`src/rtl/mac_clk_seq_pkg.sv`:
```
// ---------------------------------------------------------------------------
// mac_clk_seq_pkg
// Shared types and constants for the GMAC/MDIO clock-switch sequencer.
//   state_t     : sequencer FSM states (3-bit encoding)
//   SEL_*       : clkgen clock-select encodings
//   clkCfg_t    : the four clkgen configuration fields, moved as one unit
// ---------------------------------------------------------------------------
package mac_clk_seq_pkg;

   typedef enum logic [2:0] {
      ST_IDLE     = 3'd0,
      ST_GATE_OFF = 3'd1,
      ST_SWITCH   = 3'd2,
      ST_SETTLE   = 3'd3,
      ST_GATE_ON  = 3'd4,
      ST_RST_REL  = 3'd5
   } state_t;

   localparam logic [1:0] SEL_OWN_PAD   = 2'b00;
   localparam logic [1:0] SEL_OTHER_PAD = 2'b01;
   localparam logic [1:0] SEL_MCLK      = 2'b10;

   typedef struct packed {
      logic [1:0] txSel;
      logic [1:0] rxSel;
      logic [1:0] mdioSel;
      logic [7:0] div;
   } clkCfg_t;

   // Builds the power-on configuration: every clock on mclk, divider at default
   function automatic clkCfg_t resetCfg(input logic [7:0] defDiv);
      clkCfg_t cfg;
      cfg.txSel   = SEL_MCLK;
      cfg.rxSel   = SEL_MCLK;
      cfg.mdioSel = SEL_MCLK;
      cfg.div     = defDiv;
      return cfg;
   endfunction

endpackage

```
`src/rtl/mac_clk_seq_wcnt.sv`:
```
// ---------------------------------------------------------------------------
// mac_clk_seq_wcnt
// Wait-state down-counter shared by every timed state of the sequencer.
// Ports:
//   i_clk      : clock
//   i_load     : load i_loadVal (has priority over decrement)
//   i_loadVal  : value loaded; a state lasting N cycles loads N-1
//   i_dec      : decrement by one, holding at zero
//   o_zero     : count has reached zero
// The owner keeps i_load asserted during its reset, so no reset is needed here.
// ---------------------------------------------------------------------------
module mac_clk_seq_wcnt #(
   parameter int CNT_W = 5
) (
   input  logic             i_clk,
   input  logic             i_load,
   input  logic [CNT_W-1:0] i_loadVal,
   input  logic             i_dec,
   output logic             o_zero
);

   logic [CNT_W-1:0] r_count;

   // Load wins over decrement; the count parks at zero until the next load
   always_ff @(posedge i_clk) begin
      if (i_load) begin
         r_count <= i_loadVal;
      end else if (i_dec && (r_count != '0)) begin
         r_count <= r_count - CNT_W'(1);
      end
   end

   assign o_zero = (r_count == '0);

endmodule

```
`src/rtl/mac_clk_switch_seq.sv`:
```
// ---------------------------------------------------------------------------
// mac_clk_switch_seq
// Sequences run-time changes of the GMAC/MDIO clock configuration fed to
// clkgen: gate MAC clocks and hold MAC reset, switch selects, settle, ungate,
// then release reset.
// Ports:
//   mclk, reset                : clock, synchronous active-high reset
//   req_* (tx/rx/mdio sel, div): requested configuration, sampled on apply
//   apply                      : 1-cycle pulse starting a switch
//   cfg_*                      : configuration driven to clkgen
//   mac_clk_gate_en            : 1 = MAC tx/rx clocks running
//   mac_reset_n                : active-low MAC reset
//   busy, done, apply_ign      : status; done/apply_ign are 1-cycle pulses
//   sw_cnt                     : completed real switches (optional)
// Build option: define MAC_CLK_SEQ_SWCNT_EN to get a saturating switch
// counter on sw_cnt; otherwise sw_cnt is tied to zero.
// ---------------------------------------------------------------------------
module mac_clk_switch_seq
   import mac_clk_seq_pkg::*;
#(
   parameter int         GATE_WAIT   = 8,
   parameter int         SETTLE_WAIT = 16,
   parameter int         RST_HOLD    = 4,
   parameter logic [7:0] DEF_DIV     = 8'h10,
   parameter int         CNT_W       = 5
) (
   input  logic       mclk,
   input  logic       reset,
   input  logic [1:0] req_tx_clk_sel,
   input  logic [1:0] req_rx_clk_sel,
   input  logic [1:0] req_mdio_refclk_sel,
   input  logic [7:0] req_mdio_div_ratio,
   input  logic       apply,
   output logic [1:0] cfg_mac_tx_clk_sel,
   output logic [1:0] cfg_mac_rx_clk_sel,
   output logic [1:0] cfg_mac_mdio_refclk_sel,
   output logic [7:0] cfg_mdio_clk_div_ratio,
   output logic       mac_clk_gate_en,
   output logic       mac_reset_n,
   output logic       busy,
   output logic       done,
   output logic       apply_ign,
   output logic [7:0] sw_cnt
);

   // Every wait must be at least one cycle and fit in the shared counter
   if (GATE_WAIT < 1 || SETTLE_WAIT < 1 || RST_HOLD < 1 ||
       GATE_WAIT >= (1 << CNT_W) || SETTLE_WAIT >= (1 << CNT_W) ||
       RST_HOLD >= (1 << CNT_W)) begin : g_badWaitParam
      $error("mac_clk_switch_seq: wait parameters must be >=1 and < 2**CNT_W");
   end

   localparam clkCfg_t RESET_CFG = resetCfg(DEF_DIV);

   state_t           r_state;
   clkCfg_t          r_cfg;
   clkCfg_t          r_shadow;
   logic             r_gateEn;
   logic             r_macResetN;
   logic             r_busy;
   logic             r_done;
   logic             r_applyIgn;
   logic             r_startup;
   clkCfg_t          w_reqCfg;
   logic             w_cntLoad;
   logic [CNT_W-1:0] w_cntLoadVal;
   logic             w_cntDec;
   logic             w_cntZero;

   assign w_reqCfg = {req_tx_clk_sel, req_rx_clk_sel, req_mdio_refclk_sel, req_mdio_div_ratio};

   // Counter is preloaded one state ahead so each timed state lasts exactly
   // its parameter: GATE_OFF's value sits ready in IDLE, SETTLE's is loaded in
   // SWITCH, GATE_ON's on the last SETTLE cycle. Reset preloads SETTLE for the
   // startup sequence.
   always_comb begin
      w_cntLoad    = 1'b0;
      w_cntLoadVal = '0;
      w_cntDec     = 1'b0;
      if (reset) begin
         w_cntLoad    = 1'b1;
         w_cntLoadVal = CNT_W'(SETTLE_WAIT - 1);
      end else begin
         case (r_state)
            ST_IDLE: begin
               w_cntLoad    = 1'b1;
               w_cntLoadVal = CNT_W'(GATE_WAIT - 1);
            end
            ST_SWITCH: begin
               w_cntLoad    = 1'b1;
               w_cntLoadVal = CNT_W'(SETTLE_WAIT - 1);
            end
            ST_SETTLE: begin
               w_cntLoad    = w_cntZero;
               w_cntLoadVal = CNT_W'(RST_HOLD - 1);
               w_cntDec     = 1'b1;
            end
            ST_GATE_OFF, ST_GATE_ON: begin
               w_cntDec = 1'b1;
            end
            default: begin
            end
         endcase
      end
   end

   mac_clk_seq_wcnt #(
      .CNT_W (CNT_W)
   ) u_wcnt (
      .i_clk     (mclk),
      .i_load    (w_cntLoad),
      .i_loadVal (w_cntLoadVal),
      .i_dec     (w_cntDec),
      .o_zero    (w_cntZero)
   );

   // Sequencer. Outputs are registered with the values of the state being
   // entered. r_startup marks the post-reset pass so it ends without a done
   // pulse. done is raised for the RST_REL cycle; busy falls and MAC reset
   // releases together on the way into IDLE.
   always_ff @(posedge mclk) begin
      if (reset) begin
         r_state     <= ST_SETTLE;
         r_cfg       <= RESET_CFG;
         r_shadow    <= '0;
         r_gateEn    <= 1'b0;
         r_macResetN <= 1'b0;
         r_busy      <= 1'b1;
         r_done      <= 1'b0;
         r_applyIgn  <= 1'b0;
         r_startup   <= 1'b1;
      end else begin
         r_done     <= 1'b0;
         r_applyIgn <= apply && (r_state != ST_IDLE);
         case (r_state)
            ST_IDLE: begin
               if (apply) begin
                  r_shadow <= w_reqCfg;
                  if (w_reqCfg == r_cfg) begin
                     r_done <= 1'b1;
                  end else begin
                     r_state     <= ST_GATE_OFF;
                     r_gateEn    <= 1'b0;
                     r_macResetN <= 1'b0;
                     r_busy      <= 1'b1;
                  end
               end
            end
            ST_GATE_OFF: begin
               if (w_cntZero) begin
                  r_state <= ST_SWITCH;
               end
            end
            ST_SWITCH: begin
               r_cfg   <= r_shadow;
               r_state <= ST_SETTLE;
            end
            ST_SETTLE: begin
               if (w_cntZero) begin
                  r_state  <= ST_GATE_ON;
                  r_gateEn <= 1'b1;
               end
            end
            ST_GATE_ON: begin
               if (w_cntZero) begin
                  r_state <= ST_RST_REL;
                  r_done  <= ~r_startup;
               end
            end
            ST_RST_REL: begin
               r_state     <= ST_IDLE;
               r_macResetN <= 1'b1;
               r_busy      <= 1'b0;
               r_startup   <= 1'b0;
            end
            default: begin
               r_state <= ST_IDLE;
            end
         endcase
      end
   end

`ifdef MAC_CLK_SEQ_SWCNT_EN
   logic [7:0] r_swCnt;

   // Counts real switches as they complete (same edge that raises done);
   // no-op applies and the startup pass never count. Saturates at 8'hFF.
   always_ff @(posedge mclk) begin
      if (reset) begin
         r_swCnt <= 8'h00;
      end else if ((r_state == ST_GATE_ON) && w_cntZero && !r_startup &&
                   (r_swCnt != 8'hFF)) begin
         r_swCnt <= r_swCnt + 8'h01;
      end
   end

   assign sw_cnt = r_swCnt;
`else
   assign sw_cnt = 8'h00;
`endif

   assign cfg_mac_tx_clk_sel      = r_cfg.txSel;
   assign cfg_mac_rx_clk_sel      = r_cfg.rxSel;
   assign cfg_mac_mdio_refclk_sel = r_cfg.mdioSel;
   assign cfg_mdio_clk_div_ratio  = r_cfg.div;
   assign mac_clk_gate_en         = r_gateEn;
   assign mac_reset_n             = r_macResetN;
   assign busy                    = r_busy;
   assign done                    = r_done;
   assign apply_ign               = r_applyIgn;

endmodule
```
`config.mk`:
```
export PLATFORM = sky130hd
export DESIGN_NAME = mac_clk_switch_seq
export DESIGN_NICKNAME = d
export VERILOG_FILES = /design/src/rtl/mac_clk_seq_pkg.sv /design/src/rtl/mac_clk_seq_wcnt.sv /design/src/rtl/mac_clk_switch_seq.sv
export SDC_FILE = /design/constraint.sdc
export NUM_CORES = 1
export LEC_CHECK = 0
export CAP_MARGIN = 30
export CORE_MARGIN = 3
export CORE_UTILIZATION = 25
export CTS_CLUSTER_SIZE = 14
export DETAILED_ROUTE_END_ITERATION = 16
export MAX_ROUTING_LAYER = met4
export PLACE_DENSITY = 0.53
export RECOVER_POWER = 100
export SLEW_MARGIN = 40
export SYNTH_ARGS = -nofsm -noshare
export SYNTH_HDL_FRONTEND = slang
export SYNTH_SLANG_ARGS = --single-unit
```
`constraint.sdc`:
```
create_clock -name mclk -period 2.6 [get_ports mclk]
set_clock_uncertainty 0.05 [all_clocks]
set_input_delay 0.78 -clock mclk [delete_from_list [all_inputs] [get_ports mclk]]
set_output_delay 0.78 -clock mclk [all_outputs]
set_load 0.005 [all_outputs]
```
==> flow_summary_export.csv <==
group,metric,value,unit
die,io_pins,44,
cells_and_area,layout_commonest_cell,"nand2_1",
logic_synthesis,syn_area_per_cell,8.640,µm²
min_path,hold_class,"reg2reg",
drt,wire_per_inst,12.66,µm
clock_tree,clk_latency,290,ps
setup_path,r2r-end,"u_wcnt.r_count[3]",
drt,drt-total-wl,4507,µm
timing,maxSlewHeadroom,54.85,%
timing,worst_slack,303.8,ps
pwr,ir_drop,0.1853,mV
logic_synthesis,async_reset_ff_share,0,%
logic_synthesis,netlist.top_cell.by_area,"dfxtp_1",
die,die_area,8759,µm²
logic_synthesis,syn_inst,222,
logic_synthesis,synth_seq_cells,42,
timing,rsz0062_at_grt,"no",
timing,max_freq,435.5,MHz
placed_design,gp_congestion,0.7468,
cells_and_area,nFillCells,764,
pwr,power.density,482.8,nW/µm²
clock_tree,cts.sinks,42,
min_path,hold-path-endpoint,"cfg_mdio_clk_div_ratio[2]",
timing,hold_violations,0,
grt,grt_first_pass_wirelength,7396,µm
cells_and_area,stdcell_area,2407,µm²
logic_synthesis,ys_types,40,
logic_synthesis,synth_area,1918,µm²
grt,overflow,0,
clock_tree,tritoncts,"built",
clock_tree,cts_buffers,5,
logic_synthesis,yosysTopAreaCellShare,38.62,%
timing,period_minus_slack,2296,ps
drt,viasPerCell,4.309,
die,die_w,93.59,µm
cells_and_area,n_antenna_cell,0,
die,core_area,7331,µm²
placed_design,place_hpwl,3262,µm
logic_synthesis,yosysSeqAreaShare,46.44,%
grt,grt_max_degree,27,
placed_design,io_buffers,35,
setup_path,rr_startpoint,"u_wcnt.r_count[0]",
die,start_util,26.16,%
setup_path,required,2730,ps
setup_path,rr_worst_depth,6,
setup_path,path_class,"in2reg",
status,status,"finished clean",
cells_and_area,final_cell_mix,"nand2_1, dfxtp_1, a21oi_1",
drt,drtIter0Drc,88,
min_path,worstHoldStart,"r_shadow[2]",
setup_path,cp-start-kind,"input port",
min_path,hold-path-cell-count,2,
timing,timing.final.crit_share,88.31,%
cells_and_area,drive_gt1_share,7.004,%
logic_synthesis,synth_edf_count,5,
logic_synthesis,synth_warnings,0,
clock_tree,htree_levels,2,
setup_path,slowest_delay,440,ps
setup_path,worstPathArrival,2430,ps
drt,drc,0,
clock_tree,post_cts_buffers,0,
drt,vias,1534,
placed_design,dp_slack,-20.98,ps
cells_and_area,nets,277,
setup_path,crit_path_max_fanout,5,
clock_tree,ctsHoldBuffers,0,
cells_and_area,syn2layout_area_growth,25.51,%
clock_tree,clock_path_buffers,2,
logic_synthesis,ys_dominant_reg_cell,"dfxtp_1",
clock_tree,cts_resized,0,
timing,finalSetupViolCount,0,
setup_path,cp_cell_sequence,"clkdlybuf4s50_1 -> xor2_1 -> nor4_1 -> nand4_1 -> a221o_1",
drt,drtPass1Iterations,4,
cells_and_area,regArea,890.9,µm²
cells_and_area,fin_util,32.84,%
grt,grt_pass1_vias,1477,
logic_synthesis,ys_top_cells_by_area,"dfxtp_1, nand2_1, edfxtp_1",
drt,ant_nets,0,
setup_path,end_kind,"flop",
clock_tree,root_buffer,"clkbuf_8",
cells_and_area,multi_input_area,893.4,µm²
setup_path,critPathSlowestCell,"clkdlybuf4s50_1",
clock_tree,clk_pin_slew_worst_paths,80,ps
flow_run,maxCapViolations,0,
pwr,p_leak,0.8902,nW
grt,antenna_found_initial,0,
setup_path,r2r_slack,440,ps
die,rows,31,
timing,holdWs,402.9,ps
timing,worst_slew_pin_slew,677.2,ps
placed_design,place_area,2341,µm²
grt,track_usage,11.11,%
timing,slew_viol_final,0,
die,die_h,93.59,µm
==> where the power goes <==
| group | internal, mW | total [mW] | switching, mW | leakage, nW |
|---|---|---|---|---|
| logic | 0.0389 | 0.0747 | 0.0358 | 0.499 |
| clock network | 0.205 | 0.419 | 0.214 | 0.0431 |
| registers | 0.662 | 0.669 | 0.00676 | 0.348 |
| total | 0.906 | 1.16 | 0.256 | 0.890 |
==> cell usage after synthesis (2+ instances only) <==
cell type	instances
nand2_1	62
dfxtp_1	37
a21oi_1	28
xor2_1	15
buf_4	11
inv_1	6
edfxtp_1	5
nor2_1	5
clkbuf_1	4
nand3b_1	4
a21o_1	3
nor4_1	3
o21ai_2	3
xnor2_1	3
a221oi_1	2
buf_2	2
ha_1	2
nand3_1	2
nor3_1	2
nor3_2	2
or3_1	2
==> worst max-delay path, delay by kind of cell <==
| kind | cells | cell delay (ps) |
|---|---|---|
| AOI/OAI and AO/OA | 1 | 390 |
| and+or+nand+nor | 2 | 620 |
| xor gates and xnor gates | 1 | 190 |
| buffers and inverters | 1 | 440 |
==> registers in the layout (all words and copies together) (netlist names), 2 cells and up <==
| signal | cells |
|---|---|
| r_shadow | 14 |
| cfg_mdio_clk_div_ratio | 8 |
| u_wcnt.r_count | 5 |
| r_state | 3 |
| cfg_mac_mdio_refclk_sel | 2 |
| cfg_mac_rx_clk_sel | 2 |
| cfg_mac_tx_clk_sel | 2 |
==> area by class of cell <==
cell class / instances / share of cell area, %
well taps: 99 / 5.146
inverters: 7 / 1.091
repair buffers: 41 / 16.22
flip-flops and latches: 42 / 37.01
clock buffers: 6 / 3.430
multi-input cells: 161 / 37.11
==> per-layer routing <==
metal	GRT usage, %	part of all wire (%)
met1	16.23	52
met2	15.07	44
met3	2.494	3.2
met4	3.610	0.47
met5	-	0
==> through the flow <==
stage | power [mW] | TNS [ps] | std cells
2_1_floorplan | 0.7252 | 0 | 229
4_1_cts | 1.184 | 0 | 356
3_3_place_gp | 0.7615 | 0 | 350
5_1_grt | 1.215 | 0 | 356
3_5_place_dp | 0.7614 | -20.98 | 350
6_report | 1.162 | 0 | 356
==> how the worst max path moves through the flow <==
| stage | startpoint | endpoint | cells past startpoint |
|---|---|---|---|
| 4_1_cts | req_mdio_div_ratio[5] | busy | 5 |
| 5_1_grt | apply | r_shadow[3] | 5 |
| 3_5_place_dp | req_mdio_div_ratio[5] | busy | 5 |
| 6_report | req_mdio_div_ratio[5] | busy | 5 |
| 2_1_floorplan | req_mdio_div_ratio[5] | busy | 4 |
| 3_3_place_gp | req_rx_clk_sel[0] | busy | 6 |
==> kinds of logic (layout without fill, tap and decap cells) <==
| logic type | Yosys count | in the layout | synth area share [%] |
|---|---|---|---|
| buffers and inverters | 26 | 54 | 7.762 |
| other | 1 | 8 | 0.1955 |
| AND/OR/NAND/NOR | 91 | 91 | 22.83 |
| adder cells (fa/ha/maj) | 2 | 2 | 1.304 |
| flip-flops | 42 | 42 | 46.44 |
| AO/OA/AOI/OAI | 42 | 42 | 13.24 |
| XOR/XNOR | 18 | 18 | 8.220 |
No activity file was read; power rests on OpenSTA's default activity.
